**src/rtl/tmma_seq.sv**
```systemverilog
// -----------------------------------------------------------------------------
// tmma_seq -- sequencer for one tile matrix-multiply on a ROWS x COLS systolic
// array.
//
// A command carries a reduction length K and a precision. The sequencer reads
// K A-vectors and K B-vectors from the operand buffers (1-cycle read latency).
// It injects A lane r on left row r delayed by r cycles, and B lane c on top
// column c delayed by c cycles. This gives the diagonal wavefront the array
// expects. After the last beat plus the array drain time, it pulses done_o.
//
// Ports
//   clk, rst                 clock (rising edge), async active-high reset
//   cmd_valid_i / cmd_ready_o
//                            command handshake; ready only while idle
//   cmd_k_i, cmd_precision_i reduction length K and tile precision
//   busy_o, done_o           busy in every non-idle state; one-cycle done pulse
//   a_rd_* / b_rd_*          operand buffer read strobe, index and returned data
//   left_*                   per-row edge valid/cnt/type/precision/data
//   top_*                    per-column edge valid/cnt/data; storec tied low
// -----------------------------------------------------------------------------
`ifndef PE_INPUT_DATA_WIDTH
`define PE_INPUT_DATA_WIDTH 8
`endif
`ifndef TMMA_CNT_WIDTH
`define TMMA_CNT_WIDTH 8
`endif
`ifndef TMMA_PRECISION_WIDTH
`define TMMA_PRECISION_WIDTH 4
`endif
`ifndef PE_DATA_TYPE_A
`define PE_DATA_TYPE_A 1'b0
`endif

// -----------------------------------------------------------------------------
// tmma_skew_lane -- DEPTH-stage delay line for one edge lane.
// Valid, beat count and data move together.
//   clk, rst                    clock, async active-high reset
//   vld_in, cnt_in, dat_in      tagged beat from the read pipeline
//   vld_out, cnt_out, dat_out   same beat, DEPTH cycles later
// -----------------------------------------------------------------------------
module tmma_skew_lane #(
    parameter int DEPTH = 1,
    parameter int DW    = 8,
    parameter int CNTW  = 8
) (
    input  logic            clk,
    input  logic            rst,
    input  logic            vld_in,
    input  logic [CNTW-1:0] cnt_in,
    input  logic [DW-1:0]   dat_in,
    output logic            vld_out,
    output logic [CNTW-1:0] cnt_out,
    output logic [DW-1:0]   dat_out
);
    logic            vld_sr [DEPTH];
    logic [CNTW-1:0] cnt_sr [DEPTH];
    logic [DW-1:0]   dat_sr [DEPTH];

    always_ff @(posedge clk or posedge rst) begin
        if (rst) begin
            for (int s = 0; s < DEPTH; s++) begin
                vld_sr[s] <= 1'b0;
                cnt_sr[s] <= '0;
                dat_sr[s] <= '0;
            end
        end else begin
            vld_sr[0] <= vld_in;
            cnt_sr[0] <= cnt_in;
            dat_sr[0] <= dat_in;
            for (int s = 1; s < DEPTH; s++) begin
                vld_sr[s] <= vld_sr[s-1];
                cnt_sr[s] <= cnt_sr[s-1];
                dat_sr[s] <= dat_sr[s-1];
            end
        end
    end

    assign vld_out = vld_sr[DEPTH-1];
    assign cnt_out = cnt_sr[DEPTH-1];
    assign dat_out = dat_sr[DEPTH-1];
endmodule

module tmma_seq #(
    parameter int ROWS    = 4,
    parameter int COLS    = 4,
    parameter int DW      = `PE_INPUT_DATA_WIDTH,
    parameter int CNTW    = `TMMA_CNT_WIDTH,
    parameter int PW      = `TMMA_PRECISION_WIDTH,
    parameter int MAC_LAT = 1
) (
    input  logic                 clk,
    input  logic                 rst,
    input  logic                 cmd_valid_i,
    output logic                 cmd_ready_o,
    input  logic [CNTW-1:0]      cmd_k_i,
    input  logic [PW-1:0]        cmd_precision_i,
    output logic                 busy_o,
    output logic                 done_o,
    output logic                 a_rd_en_o,
    output logic [CNTW-1:0]      a_rd_idx_o,
    input  logic [ROWS*DW-1:0]   a_rd_data_i,
    output logic                 b_rd_en_o,
    output logic [CNTW-1:0]      b_rd_idx_o,
    input  logic [COLS*DW-1:0]   b_rd_data_i,
    output logic [ROWS-1:0]      left_data_valid_o,
    output logic [ROWS*CNTW-1:0] left_data_cnt_o,
    output logic [ROWS-1:0]      left_data_type_o,
    output logic [ROWS*PW-1:0]   left_precision_o,
    output logic [ROWS*DW-1:0]   left_data_o,
    output logic [COLS-1:0]      top_data_valid_o,
    output logic [COLS*CNTW-1:0] top_data_cnt_o,
    output logic [COLS*DW-1:0]   top_data_o,
    output logic [COLS-1:0]      top_storec_valid_o
);
    // Drain covers the longest skew path plus the MAC result latency.
    localparam int D   = ROWS + COLS - 1 + MAC_LAT;
    localparam int DRW = $clog2(D + 1);

    typedef enum logic [1:0] {S_IDLE, S_FETCH, S_DRAIN, S_DONE} state_t;

    state_t          state_q, state_d;
    logic [CNTW-1:0] k_q, k_lat_q;
    logic [PW-1:0]   prec_q;
    logic [DRW-1:0]  drain_q;
    logic            rd_en;
    logic            accept;
    logic            vld_p1;
    logic [CNTW-1:0] cnt_p1;

    assign accept = (state_q == S_IDLE) && cmd_valid_i;

    always_ff @(posedge clk or posedge rst) begin
        if (rst) state_q <= S_IDLE;
        else     state_q <= state_d;
    end

    always_comb begin
        state_d = state_q;
        case (state_q)
            S_IDLE:  if (cmd_valid_i) state_d = (cmd_k_i == '0) ? S_DONE : S_FETCH;
            S_FETCH: if (k_q == k_lat_q - CNTW'(1)) state_d = S_DRAIN;
            S_DRAIN: if (drain_q == DRW'(D - 1)) state_d = S_DONE;
            S_DONE:  state_d = S_IDLE;
            default: state_d = S_IDLE;
        endcase
    end

    always_comb begin
        cmd_ready_o = (state_q == S_IDLE);
        busy_o      = (state_q != S_IDLE);
        done_o      = (state_q == S_DONE);
        rd_en       = (state_q == S_FETCH);
    end

    // Command latch, beat counter and drain counter.
    always_ff @(posedge clk or posedge rst) begin
        if (rst) begin
            k_lat_q <= '0;
            prec_q  <= '0;
            k_q     <= '0;
            drain_q <= '0;
        end else begin
            if (accept) begin
                k_lat_q <= cmd_k_i;
                prec_q  <= cmd_precision_i;
            end
            k_q     <= (state_q == S_FETCH) ? k_q + CNTW'(1) : '0;
            drain_q <= (state_q == S_DRAIN) ? drain_q + DRW'(1) : '0;
        end
    end

    assign a_rd_en_o  = rd_en;
    assign b_rd_en_o  = rd_en;
    assign a_rd_idx_o = rd_en ? k_q : '0;
    assign b_rd_idx_o = rd_en ? k_q : '0;

    // ---- stage p1: tag the beat returning from the buffers with (valid, k)
    always_ff @(posedge clk or posedge rst) begin
        if (rst) begin
            vld_p1 <= 1'b0;
            cnt_p1 <= '0;
        end else begin
            vld_p1 <= rd_en;
            cnt_p1 <= k_q;
        end
    end

    // ---- skew stages: row r / column c delay the tagged beat by r / c cycles
    for (genvar r = 0; r < ROWS; r++) begin : g_row
        logic            row_vld;
        logic [CNTW-1:0] row_cnt;
        logic [DW-1:0]   row_dat;

        if (r == 0) begin : g_edge
            assign row_vld = vld_p1;
            assign row_cnt = cnt_p1;
            assign row_dat = a_rd_data_i[DW-1:0];
        end else begin : g_skew
            tmma_skew_lane #(.DEPTH(r), .DW(DW), .CNTW(CNTW)) u_lane (
                .clk     (clk),
                .rst     (rst),
                .vld_in  (vld_p1),
                .cnt_in  (cnt_p1),
                .dat_in  (a_rd_data_i[r*DW +: DW]),
                .vld_out (row_vld),
                .cnt_out (row_cnt),
                .dat_out (row_dat)
            );
        end

        assign left_data_valid_o[r]          = row_vld;
        assign left_data_cnt_o[r*CNTW +: CNTW] = row_vld ? row_cnt : '0;
        assign left_precision_o[r*PW +: PW]  = row_vld ? prec_q : '0;
        assign left_data_o[r*DW +: DW]       = row_vld ? row_dat : '0;
        assign left_data_type_o[r]           = `PE_DATA_TYPE_A;
    end

    for (genvar c = 0; c < COLS; c++) begin : g_col
        logic            col_vld;
        logic [CNTW-1:0] col_cnt;
        logic [DW-1:0]   col_dat;

        if (c == 0) begin : g_edge
            assign col_vld = vld_p1;
            assign col_cnt = cnt_p1;
            assign col_dat = b_rd_data_i[DW-1:0];
        end else begin : g_skew
            tmma_skew_lane #(.DEPTH(c), .DW(DW), .CNTW(CNTW)) u_lane (
                .clk     (clk),
                .rst     (rst),
                .vld_in  (vld_p1),
                .cnt_in  (cnt_p1),
                .dat_in  (b_rd_data_i[c*DW +: DW]),
                .vld_out (col_vld),
                .cnt_out (col_cnt),
                .dat_out (col_dat)
            );
        end

        assign top_data_valid_o[c]          = col_vld;
        assign top_data_cnt_o[c*CNTW +: CNTW] = col_vld ? col_cnt : '0;
        assign top_data_o[c*DW +: DW]       = col_vld ? col_dat : '0;
    end

    assign top_storec_valid_o = '0;
endmodule

```
**config.mk**
```make
export PLATFORM = sky130hd
export DESIGN_NAME = tmma_seq
export DESIGN_NICKNAME = d
export VERILOG_FILES = /design/src/rtl/tmma_seq.sv
export SDC_FILE = /design/constraint.sdc
export NUM_CORES = 1
export LEC_CHECK = 0
export ABC_AREA = 0
export BUFFER_PORTS_ARGS = -buffer_cell sky130_fd_sc_hd__buf_2
export CAP_MARGIN = 40
export CORE_ASPECT_RATIO = 1.25
export CORE_MARGIN = 2
export CORE_UTILIZATION = 47
export DETAILED_ROUTE_END_ITERATION = 7
export HOLD_SLACK_MARGIN = 0.06
export PLACE_DENSITY = 0.83
export SYNTH_ARGS = -nofsm -noshare
export SYNTH_HDL_FRONTEND = slang
export SYNTH_SLANG_ARGS = --single-unit
```
**constraint.sdc**
```tcl
create_clock -name clk -period 5.65 [get_ports clk]
set_input_delay 0.8475 -clock clk [delete_from_list [all_inputs] [get_ports clk]]
set_output_delay 0.8475 -clock clk [all_outputs]
set_load 0.02 [all_outputs]
```
==> results of run 1 <==
==> path summary, 6_finish.rpt <==
path	from	endpoint	slack (ns)	depth (start not counted)
worst min register to register	g_col[2].g_skew.u_lane.dat_sr[12]	g_col[2].g_skew.u_lane.dat_out[4]	0.35	0
max in group asynchronous	rst	state_q[1]	4.46	3
worst max-delay path	state_q[1]	b_rd_idx_o[5]	2.87	4
worst max register to register	k_lat_q[0]	state_q[1]	3.77	6
min in group asynchronous	rst	g_row[3].g_skew.u_lane.dat_out[7]	0.39	2
worst min-delay path	g_col[2].g_skew.u_lane.dat_sr[12]	g_col[2].g_skew.u_lane.dat_out[4]	0.35	0
==> state kept, by name, indices dropped and copies added (netlist names), 2 cells and up <==
name and count:
g_col.g_skew.u_lane.dat_out 24, g_col.g_skew.u_lane.dat_sr 24, g_row.g_skew.u_lane.dat_out 24, g_row.g_skew.u_lane.dat_sr 24, g_col.g_skew.u_lane.cnt_sr 16, cnt_p1 8
g_col.g_skew.u_lane.cnt_out 8, k_lat_q 8, k_q 8, drain_q 4, prec_q 4, state_q 2
==> worst max-delay path: stages (launching register included) <==
cell and delay (ns):
dfrtp_1 0.40, inv_1 0.11, ha_1 0.59, and2_1 0.25, buf_2 0.18
==> Yosys cell counts (all sizes together), types with 2 or more instances <==
| cell | count | share of area (%) |
|---|---|---|
| dfrtp | 158 | 66 |
| ha | 7 | 1.5 |
| and3 | 3 | 0.31 |
| nand4 | 2 | 0.21 |
| xor2 | 6 | 1.0 |
| nor4 | 3 | 0.57 |
| inv | 6 | 0.38 |
| nand3 | 5 | 0.42 |
| nor2 | 6 | 0.38 |
| xnor2 | 11 | 1.6 |
| nand2 | 5 | 0.31 |
| nand3b | 2 | 0.25 |
| buf | 58 | 7.4 |
| and2 | 129 | 14 |
| mux2i | 2 | 0.34 |
| nor3 | 2 | 0.17 |
| o21ai | 4 | 0.34 |
| clkbuf | 11 | 0.69 |
| mux2 | 12 | 2.3 |
| nor2b | 3 | 0.31 |
==> cells by family (layout without fill, tap and decap cells) <==
| logic type | count (synthesis) | count (layout) |
|---|---|---|
| buffers and inverters | 75 | 292 |
| multiplexers | 14 | 14 |
| AND/OR/NAND/NOR | 165 | 165 |
| AO/OA/AOI/OAI | 8 | 8 |
| XOR/XNOR | 17 | 17 |
| other | 1 | 8 |
| flip-flops | 158 | 158 |
| adder cells (fa/ha/maj) | 7 | 7 |
==> power groups by stage <==
stage / clock network, uW / registers, uW / logic (uW)
6_report: 1100 / 1460 / 1090
3_5_place_dp: 0 / 1480 / 1090
2_1_floorplan: 0 / 1380 / 851
3_3_place_gp: 0 / 1490 / 1040
5_1_grt: 1170 / 1490 / 1170
4_1_cts: 1120 / 1460 / 1100
==> area by class of cell <==
cell class                      count  area share, %
Multi-Input combinational cell    219          20.09
Sequential cell                   158          51.94
Tap cell                          168          2.761
Clock buffer                       18          5.769
Inverter                            6         0.3616
Clock inverter                     14          1.923
Timing Repair Buffer              254          17.16
==> cells in the final DEF, fill, tap and decap left out, types with 3 or more instances in the layout <==
cell type and n:
and2_1 129, nand2_1 5, inv_8 3, dfrtp_1 158, inv_6 5, nor2b_1 3
clkbuf_16 17, clkinvlp_4 4, o21ai_0 3, and3_1 3, nor2_1 6, ha_1 7
xnor2_1 11, conb_1 8, inv_1 4, mux2_2 12, xor2_1 5, nand3_1 5
buf_2 251
==> per-layer routing <==
metal	wire length (um)	track usage (%)
met2	6613	32.56
met5	0	0
met4	329	8.863
met3	786	4.595
met1	4703	21.10
==> per-stage QoR <==
step,cells,hold WS (ns),util [%],setup slack (ns)
after floorplan,452,0.3312,-,0.5393
after CTS,837,0.3448,60.67,2.852
after global routing,837,0.3503,60.67,2.714
after global placement,803,0.3313,55.66,3.366
after detailed placement,805,0.3347,56.00,3.300
final,837,0.3471,60.67,2.870
==> summary.txt, run 1 <==
Place
  – DPL Wire Length: 9461 um
  – Final GP Congestion: 0.8374
  – Placed cell areas: 7027 um^2
  – IO Port Bufs: 251

Clock tree
  – CTS Buf Count: 17
  – Clock root cell: clkbuf_16
  – CTS H-tree lvls: 4
  – Clock transition at the registers of the reported paths: 0.07 ns
  – Maximum clock path buffer count: 2
  – PostCTS Resize Cnt: 0
  – Sink Count: 158
  – # hold bufs at CTS: 0
  – Worst-skew pair later-pin latency: 0.41 ns
  – TritonCTS clock tree: yes
  – Post-CTS Setup Inserts: 0

Floorplanning
  – FP Rows: 46
  – Initial Util: 47.50%
  – Core region area: 12550 um^2
  – Die Wd: 104.7 um
  – Die Area: 13600 um^2
  – Chip Height: 129.9 um
  – Io pins: 260

Global route
  – Largest net degree at the start of global routing: 93
  – GRT Overall Usage: 18.39%
  – Vias in the first global route: 3731
  – First-pass GRT wire length: 18950 um
  – Gr ovfl total: 0
  – Initial antenna violation count: 0

Synthesis
  – Mux cell area share after synthesis: 2.603%
  – Post-synth EDFFs: 0
  – Syn Inst Count: 445
  – Synth Warn #: 0
  – Post-synthesis adder-cell area fraction: 1.470%
  – Post-synthesis compound-gate area fraction: 1.302%
  – Synth Area in XOR/XNOR: 2.624%
  – Synth Area in Simple Gates: 17.15%
  – Largest family of logic cells by synthesized area: simple AND/OR/NAND/NOR gates
  – Mean Syn Cell Area: 13.39 um^2
  – Share of the yosys chip area belonging to registers: 66.34%
  – Netlist cell types: 35
  – Asr flop ratio synth: 100.0%
  – Mapped Area: 5959 um^2
  – FF+latch count, synth: 158
  – Ys flop type: dfrtp_1

Power and ir drop
  – LEAKAGE: 0.004144 uW
  – Combinational power share: 29.8%
  – Total chip power: 3644 uW
  – Sw Ratio: 36.16%
  – Switching pwr: 1318 uW
  – Clk pwr share: 30.1%
  – Worst vdd ir: 0.2410 mV
  – Pwr/cell area: 478.7 nW/um^2
  – Part of the power in registers: 40.1%
  – Int Power: 2326 uW

Job
  – Max-cap violations: 0

Drt
  – DRT iter0 DRCs: 92
  – WL per Instance: 14.85 um
  – Routed WL: 12430 um
  – Detailed Routing Iterations Pass 1: 4
  – Routed Antenna Nets: 0
  – Total number of vias: 3747
  – Vias per cell: 4.477
  – DRC: 0

Final layout
  – Post-Layout Inst Area: 7612 um^2
  – # fillers: 987
  – Share of layout cells above drive strength 1: 45.89%
  – Storage element area: 3954 um^2
  – Footprint of the multi-input gates: 1529 um^2
  – Area grow syn2layout: 27.73%
  – Final #Nets: 742
  – Antenna Cells: 0

Timing
  – Pins Over Slew Limit: 0
  – Setup violations, final: 0
  – Setup_tns: 0 ns
  – Fin crit period: 2.780 ns
  – Setup Skew: 0.007325 ns
  – Slew headroom: 47.73%
  – Fmax achieved: 0.3598 GHz
  – Period utilisation layout: 49.20%
  – Fin. Hold Viols: 0
  – RSZ-0062 raised after global routing: no
  – Slew @ Worst Pin: 0.7841 ns

Worst setup path
  – Critical path class: reg2out
  – Worst EP arrival: 1.93 ns
  – Worst EP required: 4.80 ns
  – Max FO, Critical Path: 20
  – CP Capture Type: output pin
  – Setup crit start kind: flip-flop

Min path
  – Min-delay worst type: reg2reg

Status
  – Outcome: completed
No activity file was read; power rests on OpenSTA's default activity.
==> inputs of run 2 (changes only) <==
==> constraint.sdc (replaced) <==
create_clock -name clk -period 2.75 [get_ports clk]
set_input_delay 0.4125 -clock clk [delete_from_list [all_inputs] [get_ports clk]]
set_output_delay 0.4125 -clock clk [all_outputs]
set_load 0.02 [all_outputs]
==> run 2 against run 1 <==
Count of clock-buffer cells in the layout shrank 1. Final cell count grew 0.12%. Critical path depth is the same. Die area is the same. Core utilization grew 0.10 points. Flip-flop and latch count is the same. Sequential power grew 110%. Largest cell class unchanged. Largest power group unchanged.
==> summary.txt, run 2 (synthesized netlist as in run 1, its figures left out) <==
Drt
  – Total number of vias: 3828
  – Routed WL: 12500 um
  – Routed Antenna Nets: 0
  – Detailed Routing Iterations Pass 1: 4
  – DRT iter0 DRCs: 123
  – Vias per cell: 4.568
  – DRC: 0
  – WL per Instance: 14.91 um

Timing
  – Slew headroom: 44.36%
  – Fmax achieved: 0.4474 GHz
  – Fin crit period: 2.235 ns
  – Period utilisation layout: 81.27%
  – RSZ-0062 raised after global routing: no
  – Slew @ Worst Pin: 0.8346 ns
  – Pins Over Slew Limit: 0
  – Fin. Hold Viols: 0
  – Setup Skew: 0.006720 ns
  – Setup_tns: 0 ns
  – Setup violations, final: 0

Worst setup path
  – Worst Reg2Reg Path Length in Cells: 6
  – Worst EP required: 2.34 ns
  – Max FO, Critical Path: 20
  – Setup crit start kind: flip-flop
  – CP Capture Type: output pin
  – Worst EP arrival: 1.82 ns
  – CP Cell Sequence: inv_1, ha_1, and2_1, buf_2
  – Slowest stage delay, CP: 0.50 ns
  – Critical-path top delay cell: ha_1
  – Critical path class: reg2out

Final layout
  – Share of layout cells above drive strength 1: 45.89%
  – Core Util, Final: 60.77%
  – Most common cell after layout, fill and taps aside: buf_2
  – Footprint of the multi-input gates: 1529 um^2
  – # fillers: 1005
  – Final #Nets: 742
  – Commonest cells after routing, fill and taps aside: buf_2 (251), dfrtp_1 (158), and2_1 (129)
  – Area grow syn2layout: 27.94%
  – Storage element area: 3954 um^2

Job
  – Max-cap violations: 0

Global route
  – Gr ovfl total: 0
  – GRT Overall Usage: 18.85%
  – Vias in the first global route: 3959
  – Initial antenna violation count: 1
  – First-pass GRT wire length: 19740 um
  – Largest net degree at the start of global routing: 96

Min path
  – Min-delay worst type: in2reg
  – Hold Crit Depth: 1

Clock tree
  – Sink Count: 158
  – Maximum clock path buffer count: 2
  – CTS Buf Count: 17
  – CTS H-tree lvls: 4
  – TritonCTS clock tree: yes
  – Clock transition at the registers of the reported paths: 0.06 ns
  – # hold bufs at CTS: 0
  – Post-CTS Setup Inserts: 0
  – Clock root cell: clkbuf_16
  – Worst-skew pair later-pin latency: 0.40 ns
  – PostCTS Resize Cnt: 0

Floorplanning
  – Core region area: 12550 um^2
  – Io pins: 260
  – Die Area: 13600 um^2
  – Initial Util: 47.50%
  – Chip Height: 129.9 um
  – FP Rows: 46
  – Die Wd: 104.7 um

Power and ir drop
  – Pwr/cell area: 989.5 nW/um^2
  – LEAKAGE: 0.004147 uW
  – Worst vdd ir: 0.5434 mV

Place
  – DPL Wire Length: 9243 um
  – Final GP Congestion: 0.8362
  – IO Port Bufs: 251

Status
  – Outcome: completed
-- run 2: metal layers --
layer  wire length [um]  GRT usage [%]
met5                  0              0
met4                135          6.588
met3                840          4.595
met2               6730          34.22
met1               4792          22.04
-- run 2: cell type report --
cell class | instances | area share (%)
flip-flops and latches | 158 | 51.85
inverters | 6 | 0.3446
clock buffers | 17 | 5.579
diodes | 1 | 0.03282
multi-input cells | 219 | 20.05
clock inverters | 15 | 2.182
well taps | 168 | 2.757
repair buffers | 254 | 17.20
-- run 2: where the power goes --
part	total, uW	internal (uW)	switching (uW)
Clock	2280	1290	990
Combinational	2260	892	1370
Sequential	3000	2600	392
-- run 2: metrics by stage --
step           total power (uW)  std cells  setup slack (ns)  hold WS (ns)  cell area (um^2)
2_1_floorplan              4586        452            0.3366        0.3312              5989
3_3_place_gp               5184        804            0.9446        0.3312              7003
3_5_place_dp               5325        805            0.8766        0.3347              7030
4_1_cts                    7638        837            0.4802       0.09195              7622
5_1_grt                    7966        838            0.3515       0.08674              7625
6_report                   7545        838            0.5150        0.1126              7625
-- run 2: final timing paths --
kind | start | to | slack (ns)
max | state_q[1] | a_rd_idx_o[0] | 0.51
min | b_rd_data_i[14] | g_col[1].g_skew.u_lane.dat_out[6] | 0.11
max reg2reg | k_lat_q[0] | state_q[0] | 0.87
min reg2reg | g_col[3].g_skew.u_lane.dat_sr[15] | g_col[3].g_skew.u_lane.dat_out[7] | 0.35
max in group asynchronous | rst | g_row[3].g_skew.u_lane.dat_out[0] | 1.96
min in group asynchronous | rst | g_row[1].g_skew.u_lane.dat_out[4] | 0.15
-- run 2: worst max-delay path: cells and delay by family (launching register included) --
family / cells / cell delay [ns]
simple gates: 1 / 0.23
buf+inv: 2 / 0.29
fa+ha+maj: 1 / 0.50
flops: 1 / 0.40
